**src/rtl/sram_rd_pkg.sv**
```systemverilog
// Shared types and sizing helpers for the SRAM burst reader.
package sram_rd_pkg;

    function automatic int unsigned cnt_w(input int unsigned depth);
        return $clog2(depth) + 1;
    endfunction

    localparam int unsigned DW_DEF         = 64;
    localparam int unsigned FIFO_DEPTH_DEF = 4;
    localparam int unsigned CNT_W          = cnt_w(FIFO_DEPTH_DEF);

    typedef enum logic [1:0] {
        StIdle,
        StIssue,
        StDrain
    } state_e;

    typedef struct packed {
        logic              last;
        logic [DW_DEF-1:0] data;
    } entry_t;

endpackage

```
**src/rtl/sram_rd_fifo.sv**
```systemverilog
// Synchronous FIFO for read-return words; head is presented combinationally from storage.
module sram_rd_fifo
    import sram_rd_pkg::*;
#(
    parameter int unsigned W     = 65,
    parameter int unsigned DEPTH = 4
) (
    input  logic                     clk,
    input  logic                     rst_n,
    input  logic                     push,
    input  logic [W-1:0]             push_data,
    input  logic                     pop,
    output logic [W-1:0]             head,
    output logic [cnt_w(DEPTH)-1:0]  count,
    output logic                     full,
    output logic                     empty
);

    localparam int unsigned PW = $clog2(DEPTH);
    localparam int unsigned CW = cnt_w(DEPTH);

    logic [W-1:0]  mem [DEPTH];
    logic [PW-1:0] wr_ptr_q, rd_ptr_q;
    logic [CW-1:0] count_q, count_d;
    logic          push_en, pop_en;

    assign full    = (count_q == CW'(DEPTH));
    assign empty   = (count_q == '0);
    assign push_en = push & (~full | pop);
    assign pop_en  = pop & ~empty;
    assign head    = mem[rd_ptr_q];
    assign count   = count_q;

    always_comb begin
        count_d = count_q;
        unique case ({push_en, pop_en})
            2'b10:   count_d = count_q + CW'(1);
            2'b01:   count_d = count_q - CW'(1);
            default: count_d = count_q;
        endcase
    end

    always_ff @(posedge clk or negedge rst_n) begin
        if (!rst_n) begin
            wr_ptr_q <= '0;
            rd_ptr_q <= '0;
            count_q  <= '0;
        end else begin
            if (push_en) wr_ptr_q <= wr_ptr_q + PW'(1);
            if (pop_en)  rd_ptr_q <= rd_ptr_q + PW'(1);
            count_q <= count_d;
        end
    end

    // Storage needs no reset: entries are only observed once counted.
    always_ff @(posedge clk) begin
        if (push_en) mem[wr_ptr_q] <= push_data;
    end

endmodule

```
**src/rtl/sram_burst_reader.sv**
```systemverilog
// Burst read initiator: issues incrementing SRAM reads under FIFO credit and streams words out.
module sram_burst_reader
    import sram_rd_pkg::*;
#(
    parameter int unsigned DW         = 64,
    parameter int unsigned MW         = 8,
    parameter int unsigned AW         = 14,
    parameter int unsigned LW         = 15,
    parameter int unsigned FIFO_DEPTH = 4
) (
    input  logic          clk,
    input  logic          rst_n,
    input  logic          cmd_valid,
    output logic          cmd_ready,
    input  logic [AW-1:0] cmd_addr,
    input  logic [LW-1:0] cmd_len,
    output logic          sram_cs,
    output logic          sram_we,
    output logic [MW-1:0] sram_wem,
    output logic [AW-1:0] sram_addr,
    output logic [DW-1:0] sram_din,
    input  logic [DW-1:0] sram_dout,
    output logic          m_valid,
    input  logic          m_ready,
    output logic [DW-1:0] m_data,
    output logic          m_last,
    output logic          busy,
    output logic          done
);

    localparam int unsigned CW = cnt_w(FIFO_DEPTH);

    state_e        state_q, state_d;
    logic [AW-1:0] cur_addr_q, cur_addr_d;
    logic [LW-1:0] rem_issue_q, rem_issue_d;
    logic          rd_pend_q, rd_last_q;
    logic          done_q, done_d;

    logic [DW:0]   fifo_head;
    logic [CW-1:0] fifo_count;
    logic          fifo_full, fifo_empty;
    logic [CW:0]   inflight;
    logic          credit_ok, issue, pop, final_issue;

    sram_rd_fifo #(
        .W     (DW + 1),
        .DEPTH (FIFO_DEPTH)
    ) u_fifo (
        .clk       (clk),
        .rst_n     (rst_n),
        .push      (rd_pend_q),
        .push_data ({rd_last_q, sram_dout}),
        .pop       (pop),
        .head      (fifo_head),
        .count     (fifo_count),
        .full      (fifo_full),
        .empty     (fifo_empty)
    );

    // Credit counts buffered words plus the read in flight; no m_ready path into cs.
    assign inflight    = (CW + 1)'(fifo_count) + (CW + 1)'(rd_pend_q);
    assign credit_ok   = (inflight < (CW + 1)'(FIFO_DEPTH)) & ~fifo_full;
    assign issue       = (state_q == StIssue) & (rem_issue_q != '0) & credit_ok;
    assign final_issue = issue & (rem_issue_q == LW'(1));

    assign sram_cs   = issue;
    assign sram_addr = cur_addr_q;
    assign sram_we   = 1'b0;
    assign sram_wem  = '0;
    assign sram_din  = '0;

    assign m_valid   = ~fifo_empty;
    assign m_data    = fifo_head[DW-1:0];
    assign m_last    = ~fifo_empty & fifo_head[DW];
    assign pop       = m_valid & m_ready;

    assign cmd_ready = (state_q == StIdle);
    assign busy      = (state_q != StIdle);
    assign done      = done_q;

    always_comb begin
        state_d     = state_q;
        cur_addr_d  = cur_addr_q;
        rem_issue_d = rem_issue_q;
        done_d      = 1'b0;
        unique case (state_q)
            StIdle: begin
                if (cmd_valid) begin
                    cur_addr_d  = cmd_addr;
                    rem_issue_d = cmd_len;
                    if (cmd_len != '0) state_d = StIssue;
                    else               done_d  = 1'b1;
                end
            end
            StIssue: begin
                if (issue) begin
                    cur_addr_d  = cur_addr_q + AW'(1);
                    rem_issue_d = rem_issue_q - LW'(1);
                    if (final_issue) state_d = StDrain;
                end
            end
            StDrain: begin
                if (pop && fifo_head[DW]) begin
                    state_d = StIdle;
                    done_d  = 1'b1;
                end
            end
            default: state_d = StIdle;
        endcase
    end

    always_ff @(posedge clk or negedge rst_n) begin
        if (!rst_n) begin
            state_q     <= StIdle;
            cur_addr_q  <= '0;
            rem_issue_q <= '0;
            rd_pend_q   <= 1'b0;
            rd_last_q   <= 1'b0;
            done_q      <= 1'b0;
        end else begin
            state_q     <= state_d;
            cur_addr_q  <= cur_addr_d;
            rem_issue_q <= rem_issue_d;
            rd_pend_q   <= issue;
            rd_last_q   <= final_issue;
            done_q      <= done_d;
        end
    end

endmodule

```
**config.mk**
```make
export PLATFORM = sky130hd
export DESIGN_NAME = sram_burst_reader
export DESIGN_NICKNAME = d
export VERILOG_FILES = /design/src/rtl/sram_rd_pkg.sv /design/src/rtl/sram_rd_fifo.sv /design/src/rtl/sram_burst_reader.sv
export SDC_FILE = /design/constraint.sdc
export NUM_CORES = 1
export LEC_CHECK = 0
export BUFFER_PORTS_ARGS = -buffer_cell sky130_fd_sc_hd__buf_2
export CORE_MARGIN = 8
export CORE_UTILIZATION = 59
export CTS_BUF_LIST = sky130_fd_sc_hd__clkbuf_16
export DETAILED_ROUTE_END_ITERATION = 12
export PLACE_DENSITY = 0.85
export SYNTH_ARGS = -nofsm -noshare
export SYNTH_HDL_FRONTEND = slang
export SYNTH_SLANG_ARGS = --single-unit
```
**constraint.sdc**
```tcl
create_clock -name clk -period 7.4 [get_ports clk]
set_input_delay 0.37 -clock clk [delete_from_list [all_inputs] [get_ports clk]]
set_output_delay 0.37 -clock clk [all_outputs]
set_load 0.01 [all_outputs]
```
==> flow_metrics.env, run 1 <==
export IMPL_yosys_warnings=0
export IMPL_tightest_slew_ps=1200
export IMPL_clockRootBuffer="clkbuf_16"
export IMPL_cp_end_kind="output port"
export IMPL_synth_most_common_cell="edfxtp_1"
export IMPL_remaining_drc_errors=0
export IMPL_cts_buffer_depth=3
export IMPL_violations="hold timing"
export IMPL_grt_met1_usage_pct=25.6
export IMPL_insertion_delay_ps=550
export IMPL_synth_flop_cell="edfxtp_1"
export IMPL_syn_area_per_cell_sq_um=17.6
export IMPL_grtUsageMet2_pct=34.1
export IMPL_layout_nets=1002
export IMPL_finalNonFillerCells=1194
export IMPL_fin_skew_ps=9.29
export IMPL_dp_cells=1140
export IMPL_tns_ps=0
export IMPL_routed_wl_microns=26900
export IMPL_synth_area_top_cells="edfxtp_1 62%, mux4_2 12%, dfrtp_1 8.1%"
export IMPL_grt_first_pass_wirelength_microns=41100
export IMPL_place_hpwl_microns=17200
export IMPL_initialDrtViolationCount=574
export IMPL_hold_slack_ps=-21.5
export IMPL_final_hold_viol_count=41
export IMPL_core_sq_um=21100
export IMPL_clock_fmax_mhz=312
export IMPL_cts_resized=0
export IMPL_grt_ovfl_total=0
export IMPL_synth_async_reset_ratio_pct=13.6
export IMPL_synthTopCellsByCount="260 x edfxtp_1, 75 x buf_4, 65 x mux4_2"
export IMPL_vdd_drop_max_uv=216
export IMPL_syn_inst=719
export IMPL_start_util_pct=60.1
export IMPL_clock_sinks=301
export IMPL_vias=7054
export IMPL_worstPathRequired_ps=7030
export IMPL_grtUsageTotal_pct=19.9
export IMPL_grt_max_degree=67
export IMPL_die_y_microns=163
export IMPL_avgViaCountPerCell=5.91
export IMPL_grt_pass1_vias=7159
export IMPL_power_density_nw_per_um2=387
export IMPL_syn_area_sq_um=12700
export IMPL_critPathKind="reg2out"
export IMPL_fp_dieW_microns=163
export IMPL_gr_usage_met3_pct=3.99
export IMPL_area_growth_pct=13.9
export IMPL_drv_slew=0
export IMPL_core_rowCount=53
export IMPL_cap_violations=0
export IMPL_wl_per_cell_microns=22.6
export IMPL_critical_path_max_fanout=56
export IMPL_gp_congestion=0.875
export IMPL_maxSlewHeadroom_pct=19.5
export IMPL_period_share_pct=43.4
export IMPL_die_area_sq_um=26400
export IMPL_drt_first_pass_iters=5
export IMPL_ys_ff_latch=301
export IMPL_antenna_found_initial=5
export IMPL_ys_types=62
export IMPL_cts_tree="built"
export IMPL_cellLeakagePower_nw=5.29
export IMPL_drtAntennaViolNets=0
export IMPL_status="complete, but fails checks"
export IMPL_synth_area_leader_cell="edfxtp_1"
export IMPL_cts_setup_buffers=0
export IMPL_yosysSeqAreaShare_pct=69.7
export IMPL_start_kind="register"
export IMPL_min_period_ps=3210
export IMPL_drive_above_1_share_pct=34.4
export IMPL_rsz0062_at_grt="false"
export IMPL_io_pins=254
export IMPL_synth_top_area_share_pct=61.6
export IMPL_worst_ep_arrival_time_ps=2840
export IMPL_htree_levels=1
export IMPL_cts_reportedPaths_clkPinSlew_ps=70
export IMPL_busiest_layer="met2"
export IMPL_cts_buffers=29
export IMPL_io_buffers=180
export IMPL_synth_edf_count=260
export IMPL_setup_viol=0
export IMPL_hold_buffers=0
export IMPL_power_mw=5.58
export IMPL_hp_class="in2async"
## per-layer routing
metal / routed length [microns] / share of wire (%) / vias to the layer above
met2: 14000 / 52 / 335
met3: 2130 / 7.9 / 50
met1: 10200 / 38 / 3566
met5: 43 / 0.16 / -
li1: - / - / 3095
met4: 548 / 2.0 / 8
## registers in the layout (all words and copies together) (netlist names)
signal,count
rem_issue_q,15
rd_pend_q,1
u_fifo.count,3
u_fifo.rd_ptr_q,2
u_fifo.mem,260
done,1
state_q,2
rd_last_q,1
sram_addr,14
u_fifo.wr_ptr_q,2
## where the power goes
group / internal (mW) / switching (mW)
combinational: 0.722 / 0.907
sequential: 2.29 / 0.236
clock: 0.819 / 0.608
total: 3.83 / 1.75
## layout make-up
class / instances / area [sq um]
repair buffers: 183 / 923
fillers: 1417 / 6660
clock buffers: 29 / 726
flip-flops and latches: 301 / 8840
multi-input cells: 365 / 3330
inverters: 16 / 62.6
well taps: 275 / 344
clock inverters: 24 / 204
diodes: 1 / 2.50
## cell usage in the layout, fill, tap and decap left out, types with 5 or more instances in the layout
cell type,Yosys,routed
inv_1,15,19
edfxtp_1,260,260
nor3_1,9,9
or3_1,6,6
dfrtp_1,41,39
a221oi_1,5,5
nor4_1,12,12
mux4_2,65,65
o211ai_1,12,12
o21ai_0,7,7
clkinv_1,0,8
ha_1,8,8
nand2_1,31,31
o221ai_1,5,5
conb_1,1,73
buf_2,8,180
nor2_1,13,13
o221ai_2,9,9
nand3_1,20,20
clkbuf_16,0,29
a21oi_1,13,13
## stage by stage
| step | util [%] | cell area, sq um | hold WS (ps) | setup slack, ps |
|---|---|---|---|---|
| 2_1_floorplan | - | 12900 | 74.4 | 4680 |
| 3_3_place_gp | 64.0 | 13500 | 482 | 4670 |
| 3_5_place_dp | 64.0 | 13500 | 490 | 4650 |
| 4_1_cts | 68.4 | 14400 | 0.174 | 4070 |
| 5_1_grt | 68.4 | 14400 | 9.83 | 3940 |
| 6_report | 68.4 | 14400 | -21.5 | 4190 |
## critical path: stages, from the launching register on
cell and delay, ps:
dfrtp_4 550, buf_4 890, mux4_2 650, buf_2 170
## final timing paths
path                                                 from  slack (ps)                              to  cells after the start
max                        u_fifo.rd_ptr_q[0]$_DFFE_PN0P_        4190                      m_data[46]                      3
min                                                 rst_n         -20     rem_issue_q[10]$_DFFE_PN0P_                      1
max reg2reg                    rem_issue_q[0]$_DFFE_PN0P_        4810      rem_issue_q[5]$_DFFE_PN0P_                      6
min reg2reg                           rd_last_q$_DFF_PN0_         530     u_fifo.mem[3][64]$_DFFE_PP_                      0
max in group asynchronous                           rst_n        6710  u_fifo.rd_ptr_q[0]$_DFFE_PN0P_                      1
min in group clk                            sram_dout[49]          40     u_fifo.mem[1][49]$_DFFE_PP_                      1
## cell families (layout without fill, tap and decap cells)
logic type	after synthesis	in the layout	share of synthesized area (%)
compound gates	82	82	5.36
xor+xnor	6	6	0.415
fa+ha+maj	9	9	0.948
buf+inv	125	252	6.27
flops	301	301	69.7
mux	68	68	11.8
other cells	1	74	0.0296
simple gates	127	127	5.49
Note: power is estimated with default switching activity, not from simulation.
==> run 2, diff against run 1 <==
- CORE_UTILIZATION: 59 -> 55
- PLACE_DENSITY: 0.85 -> 0.8
- clock period: 7.4 -> 3.2 ns (I/O delays scaled with it)
==> flow_metrics.env, run 2 (same netlist as run 1, synthesis figures left out) <==
export IMPL_cellLeakagePower_nw=5.78
export IMPL_initialDrtViolationCount=454
export IMPL_cp_end_kind="output port"
export IMPL_power_mw=13.4
export IMPL_setup_viol=0
export IMPL_cap_violations=0
export IMPL_gr_usage_met3_pct=3.93
export IMPL_critPathTopFamily="simple AND/OR/NAND/NOR gates"
export IMPL_hp_class="in2reg"
export IMPL_htree_levels=1
export IMPL_final_hold_viol_count=0
export IMPL_cts_buffers=30
export IMPL_layout_nets=1100
export IMPL_busiest_layer="met2"
export IMPL_cts_tree="built"
export IMPL_status="finished, final reports clean"
export IMPL_critical_path_max_fanout=16
export IMPL_crit_buf_inv=3
export IMPL_area_growth_pct=22.6
export IMPL_vias=7342
export IMPL_grt_met1_usage_pct=24.0
export IMPL_clock_sinks=301
export IMPL_final_common_cell="edfxtp_1"
export IMPL_power_density_nw_per_um2=863
export IMPL_slowest_delay_ps=460
export IMPL_period_share_pct=84.3
export IMPL_die_area_sq_um=28200
export IMPL_fin_skew_ps=16.8
export IMPL_tightest_slew_ps=952
export IMPL_start_util_pct=56.0
export IMPL_clock_fmax_mhz=371
export IMPL_io_buffers=180
export IMPL_cts_setup_buffers=0
export IMPL_worst_ep_arrival_time_ps=2540
export IMPL_tns_ps=0
export IMPL_maxSlewHeadroom_pct=36.5
export IMPL_cts_reportedPaths_clkPinSlew_ps=60
export IMPL_core_rowCount=55
export IMPL_max_flop_register="u_fifo.mem"
export IMPL_vdd_drop_max_uv=458
export IMPL_largest_register_ffs=260
export IMPL_insertion_delay_ps=560
export IMPL_clockRootBuffer="clkbuf_16"
export IMPL_drv_slew=0
export IMPL_min_period_ps=2700
export IMPL_routed_wl_microns=28000
export IMPL_fp_dieW_microns=168
export IMPL_cpMaxStageDelayCell="dfrtp_1"
export IMPL_worstPathRequired_ps=3040
export IMPL_place_hpwl_microns=17400
export IMPL_io_pins=254
export IMPL_path_cells="inv_1, ha_1, nor4b_1, and4_1, or2_4, inv_4, buf_2"
export IMPL_remaining_drc_errors=0
export IMPL_drtAntennaViolNets=0
export IMPL_drive_above_1_share_pct=33.1
export IMPL_core_sq_um=22600
export IMPL_grtUsageMet2_pct=34.3
export IMPL_cts_buffer_depth=3
export IMPL_final_cell_mix="260 x edfxtp_1, 180 x buf_2, 86 x dlygate4sd3_1"
export IMPL_start_kind="register"
export IMPL_avgViaCountPerCell=5.63
export IMPL_grt_pass1_vias=7738
export IMPL_antenna_found_initial=0
export IMPL_grtUsageTotal_pct=19.4
export IMPL_diodes=0
export IMPL_drt_first_pass_iters=5
export IMPL_gp_congestion=0.849
export IMPL_rsz0062_at_grt="false"
export IMPL_die_y_microns=168
export IMPL_critPathKind="reg2out"
export IMPL_grt_ovfl_total=0
export IMPL_grt_first_pass_wirelength_microns=43300
export IMPL_wl_per_cell_microns=21.5
export IMPL_grt_max_degree=53
==> run 2: stage by stage <==
step           setup slack [ps]  cell area, sq um  utilization [%]  cells  hold WS (ps)
6_report                    503             15500             68.7   1303          25.0
5_1_grt                     279             15500             68.7   1303          27.8
3_3_place_gp                878             13600             60.3   1161           362
2_1_floorplan               480             12900                -    791          -136
3_5_place_dp                839             13600             60.3   1161           360
4_1_cts                     485             15500             68.7   1303          2.14
==> run 2: repair_timing <==
| item | CTS | global route |
|---|---|---|
| resized for setup | 0 | 0 |
| hold buffers | 86 | 0 |
| endpoints found under the hold margin | 318 | 0 |
==> run 2: final timing paths <==
| path | from | end | slack (ps) | cells after the start |
|---|---|---|---|---|
| worst min register to register | rd_last_q$_DFF_PN0_ | u_fifo.mem[3][64]$_DFFE_PP_ | 490 | 0 |
| worst max register to register | rem_issue_q[0]$_DFFE_PN0P_ | rem_issue_q[9]$_DFFE_PN0P_ | 840 | 7 |
| worst max-delay path | rem_issue_q[0]$_DFFE_PN0P_ | sram_cs | 500 | 7 |
| worst min-delay path | cmd_len[12] | rem_issue_q[12]$_DFFE_PN0P_ | 30 | 4 |
| max in group asynchronous | rst_n | u_fifo.rd_ptr_q[0]$_DFFE_PN0P_ | 2200 | 2 |
| min in group asynchronous | rst_n | rem_issue_q[12]$_DFFE_PN0P_ | 300 | 2 |
==> run 2: worst min-delay path: cells and delay by family <==
kind	cells	cell delay, ps
buffers and inverters	1	90
AOI/OAI and AO/OA	2	240
and+or+nand+nor	1	40
==> run 2: cell type report <==
class	count	area (sq um)
multi-input cells	365	3330
well taps	285	357
repair buffers	280	1920
inverters	16	62.6
clock inverters	26	289
flip-flops and latches	301	8840
clock buffers	30	751
fillers	1451	7100
==> run 2: metal layers <==
| layer | wire length (microns) | share of wire, % |
|---|---|---|
| met5 | 0 | 0 |
| met3 | 1890 | 6.8 |
| met4 | 529 | 1.9 |
| met1 | 10900 | 39 |
| met2 | 14600 | 52 |
==> run 2: power breakdown <==
| group | switching [mW] | internal, mW | total (mW) |
|---|---|---|---|
| combinational | 2.16 | 1.85 | 4.00 |
| clock | 1.48 | 2.13 | 3.61 |
| sequential | 0.537 | 5.27 | 5.81 |
==> run 3, diff against run 2 <==
- ABC_AREA: unset -> 1
- CORE_UTILIZATION: 55 -> 50
- PLACE_DENSITY: 0.8 -> 0.76
- clock period: 3.2 -> 2.3 ns (I/O delays scaled with it)
==> flow_metrics.env, run 3 <==
export IMPL_cts_setup_buffers=0
export IMPL_postLayoutCellArea_sq_um=16000
export IMPL_maxSlewHeadroom_pct=65.5
export IMPL_core_sq_um=25800
export IMPL_drtAntennaViolNets=0
export IMPL_io_buffers=180
export IMPL_power_density_nw_per_um2=1270
export IMPL_fp_dieW_microns=177
export IMPL_pre_cts_slack_ps=418
export IMPL_initialDrtViolationCount=681
export IMPL_grt_first_pass_wirelength_microns=47500
export IMPL_syn_inst=1135
export IMPL_ys_ff_latch=301
export IMPL_synth_most_common_cell="edfxtp_1"
export IMPL_start_util_pct=50.2
export IMPL_synthTopCellsByCount="260 x edfxtp_1, 187 x nand2_1, 174 x nor2_1"
export IMPL_area_growth_pct=23.7
export IMPL_place_hpwl_microns=17900
export IMPL_r2r_start="u_fifo.rd_ptr_q[0]$_DFFE_PN0P_"
export IMPL_fin_util_pct=62.1
export IMPL_cts_reportedPaths_clkPinSlew_ps=70
export IMPL_setup_ws_ps=144
export IMPL_final_cell_mix="260 x edfxtp_1, 187 x nand2_1, 180 x buf_2"
export IMPL_layout_nets=1517
export IMPL_syn_area_sq_um=12900
export IMPL_cp_end_kind="output port"
export IMPL_cellLeakagePower_nw=6.36
export IMPL_period_share_pct=93.7
export IMPL_die_area_sq_um=31300
export IMPL_worst_ep_arrival_time_ps=2040
export IMPL_antenna_found_initial=1
export IMPL_rsz0062_at_grt="false"
export IMPL_clockRootBuffer="clkbuf_16"
export IMPL_htree_levels=1
export IMPL_die_y_microns=177
export IMPL_rr_worst_depth=7
export IMPL_synth_top_area_share_pct=60.3
export IMPL_critical_path_max_fanout=41
export IMPL_power_mw=20.3
export IMPL_vdd_drop_max_uv=727
export IMPL_drt_first_pass_iters=5
export IMPL_hp_class="in2async"
export IMPL_tightest_slew_ps=517
export IMPL_vias=9126
export IMPL_ys_types=35
export IMPL_crit_path_start="u_fifo.rd_ptr_q[0]$_DFFE_PN0P_"
export IMPL_dp_cells=1617
export IMPL_yosys_warnings=0
export IMPL_critPathKind="reg2out"
export IMPL_largest_register_ffs=260
export IMPL_min_period_ps=2160
export IMPL_cts_tree="built"
export IMPL_grt_ovfl_total=0
export IMPL_drive_above_1_share_pct=18.8
export IMPL_cap_violations=0
export IMPL_final_hold_viol_count=0
export IMPL_syn_area_per_cell_sq_um=11.4
export IMPL_synth_area_leader_cell="edfxtp_1"
export IMPL_grt_pass1_vias=9130
export IMPL_worstPathRequired_ps=2180
export IMPL_synth_flop_cell="edfxtp_1"
export IMPL_setup_viol=0
export IMPL_final_common_cell="edfxtp_1"
export IMPL_fin_skew_ps=9.10
export IMPL_cts_buffer_depth=3
export IMPL_gp_congestion=0.871
export IMPL_avgViaCountPerCell=5.16
export IMPL_io_pins=254
export IMPL_synth_async_reset_ratio_pct=13.6
export IMPL_synth_area_top_cells="edfxtp_1 60%, dfrtp_1 7.9%, nand2_1 5.4%"
export IMPL_wl_per_cell_microns=17.0
export IMPL_cts_buffers=30
export IMPL_max_flop_register="u_fifo.mem"
export IMPL_drv_slew=0
export IMPL_clock_fmax_mhz=464
export IMPL_routed_wl_microns=30000
export IMPL_insertion_delay_ps=530
export IMPL_nFillCells=1925
export IMPL_grtUsageTotal_pct=18.7
export IMPL_remaining_drc_errors=0
export IMPL_status="finished, final reports clean"
export IMPL_yosysSeqAreaShare_pct=68.3
export IMPL_place_area_sq_um=14000
export IMPL_start_kind="register"
export IMPL_core_rowCount=59
export IMPL_finalNonFillerCells=1770
export IMPL_clock_sinks=301
export IMPL_synth_edf_count=260
export IMPL_grt_max_degree=91
run 3: cell types whose count changed after synthesis, sizes merged, moves of 7 or more:
| cell | before | now |
|---|---|---|
| a21oi | 13 | 6 |
| o21ai | 9 | 144 |
| o22ai | 2 | 65 |
| nor4 | 13 | 0 |
| mux4 | 65 | 0 |
| o221ai | 14 | 0 |
| inv | 16 | 45 |
| nand2 | 31 | 192 |
| nand3 | 20 | 36 |
| o211ai | 12 | 0 |
| nor2 | 13 | 179 |
| clkbuf | 19 | 33 |
run 3: timing repair:
item,4_1_cts,5_1_grt
resized for setup,0,0
endpoints found under the hold margin,308,0
hold buffers,97,0
run 3: critical path: stages, from the launching register on:
cell and delay, ps:
dfrtp_4 500, clkinv_2 80, buf_4 370, nand2_1 90
nand3_1 110, and3_1 170, buf_2 180
run 3: routing by layer:
layer	vias up	share of wire, %	global-route usage [%]
met5	-	0	0
met4	0	1.5	4.34
met3	42	8.4	4.27
met2	345	49	32.6
met1	4366	41	23.3
li1	4373	-	-
run 3: through the flow:
stage,hold WS [ps],TNS (ps)
6_report,114,0
5_1_grt,146,0
4_1_cts,76.3,0
3_5_place_dp,116,0
3_3_place_gp,96.7,0
2_1_floorplan,-181,-92370
run 3: cells by family after synthesis:
kind of cell               after synthesis  synth area share, %
DFF                                    301                 68.3
muxes                                    4                0.309
AOI/OAI and AO/OA                      216                 9.03
xor gates and xnor gates                 7                0.474
and+or+nand+nor                        427                 13.5
other                                    1               0.0290
buffers and inverters                  170                 7.48
adders and majority gates                9                0.928
run 3: worst paths after layout:
| kind | to | slack [ps] |
|---|---|---|
| worst max-delay path | m_last | 140 |
| worst min-delay path | rem_issue_q[12]$_DFFE_PN0P_ | 110 |
| worst max register to register | done$_DFF_PN0_ | 180 |
| worst min register to register | u_fifo.mem[3][64]$_DFFE_PP_ | 490 |
| max in group asynchronous | sram_addr[9]$_DFFE_PN0P_ | 1500 |
| min in group clk | u_fifo.mem[2][38]$_DFFE_PP_ | 340 |
run 3: final cells by class:
cell class | instances | area (sq um) | share of cell area, %
clock buffer | 31 | 776 | 4.85
multi-input combinational | 736 | 3440 | 21.5
clock inverter | 24 | 246 | 1.54
inverter | 45 | 173 | 1.08
timing repair buffer | 297 | 2110 | 13.2
antenna | 1 | 2.50 | 0.0156
sequential | 301 | 8840 | 55.2
tap | 335 | 419 | 2.62
run 3: where the power goes:
| part | switching (mW) | leakage, nW | internal (mW) |
|---|---|---|---|
| Clock | 1.95 | 0.517 | 3.00 |
| Sequential | 0.553 | 2.87 | 7.14 |
| Combinational | 5.07 | 2.97 | 2.63 |
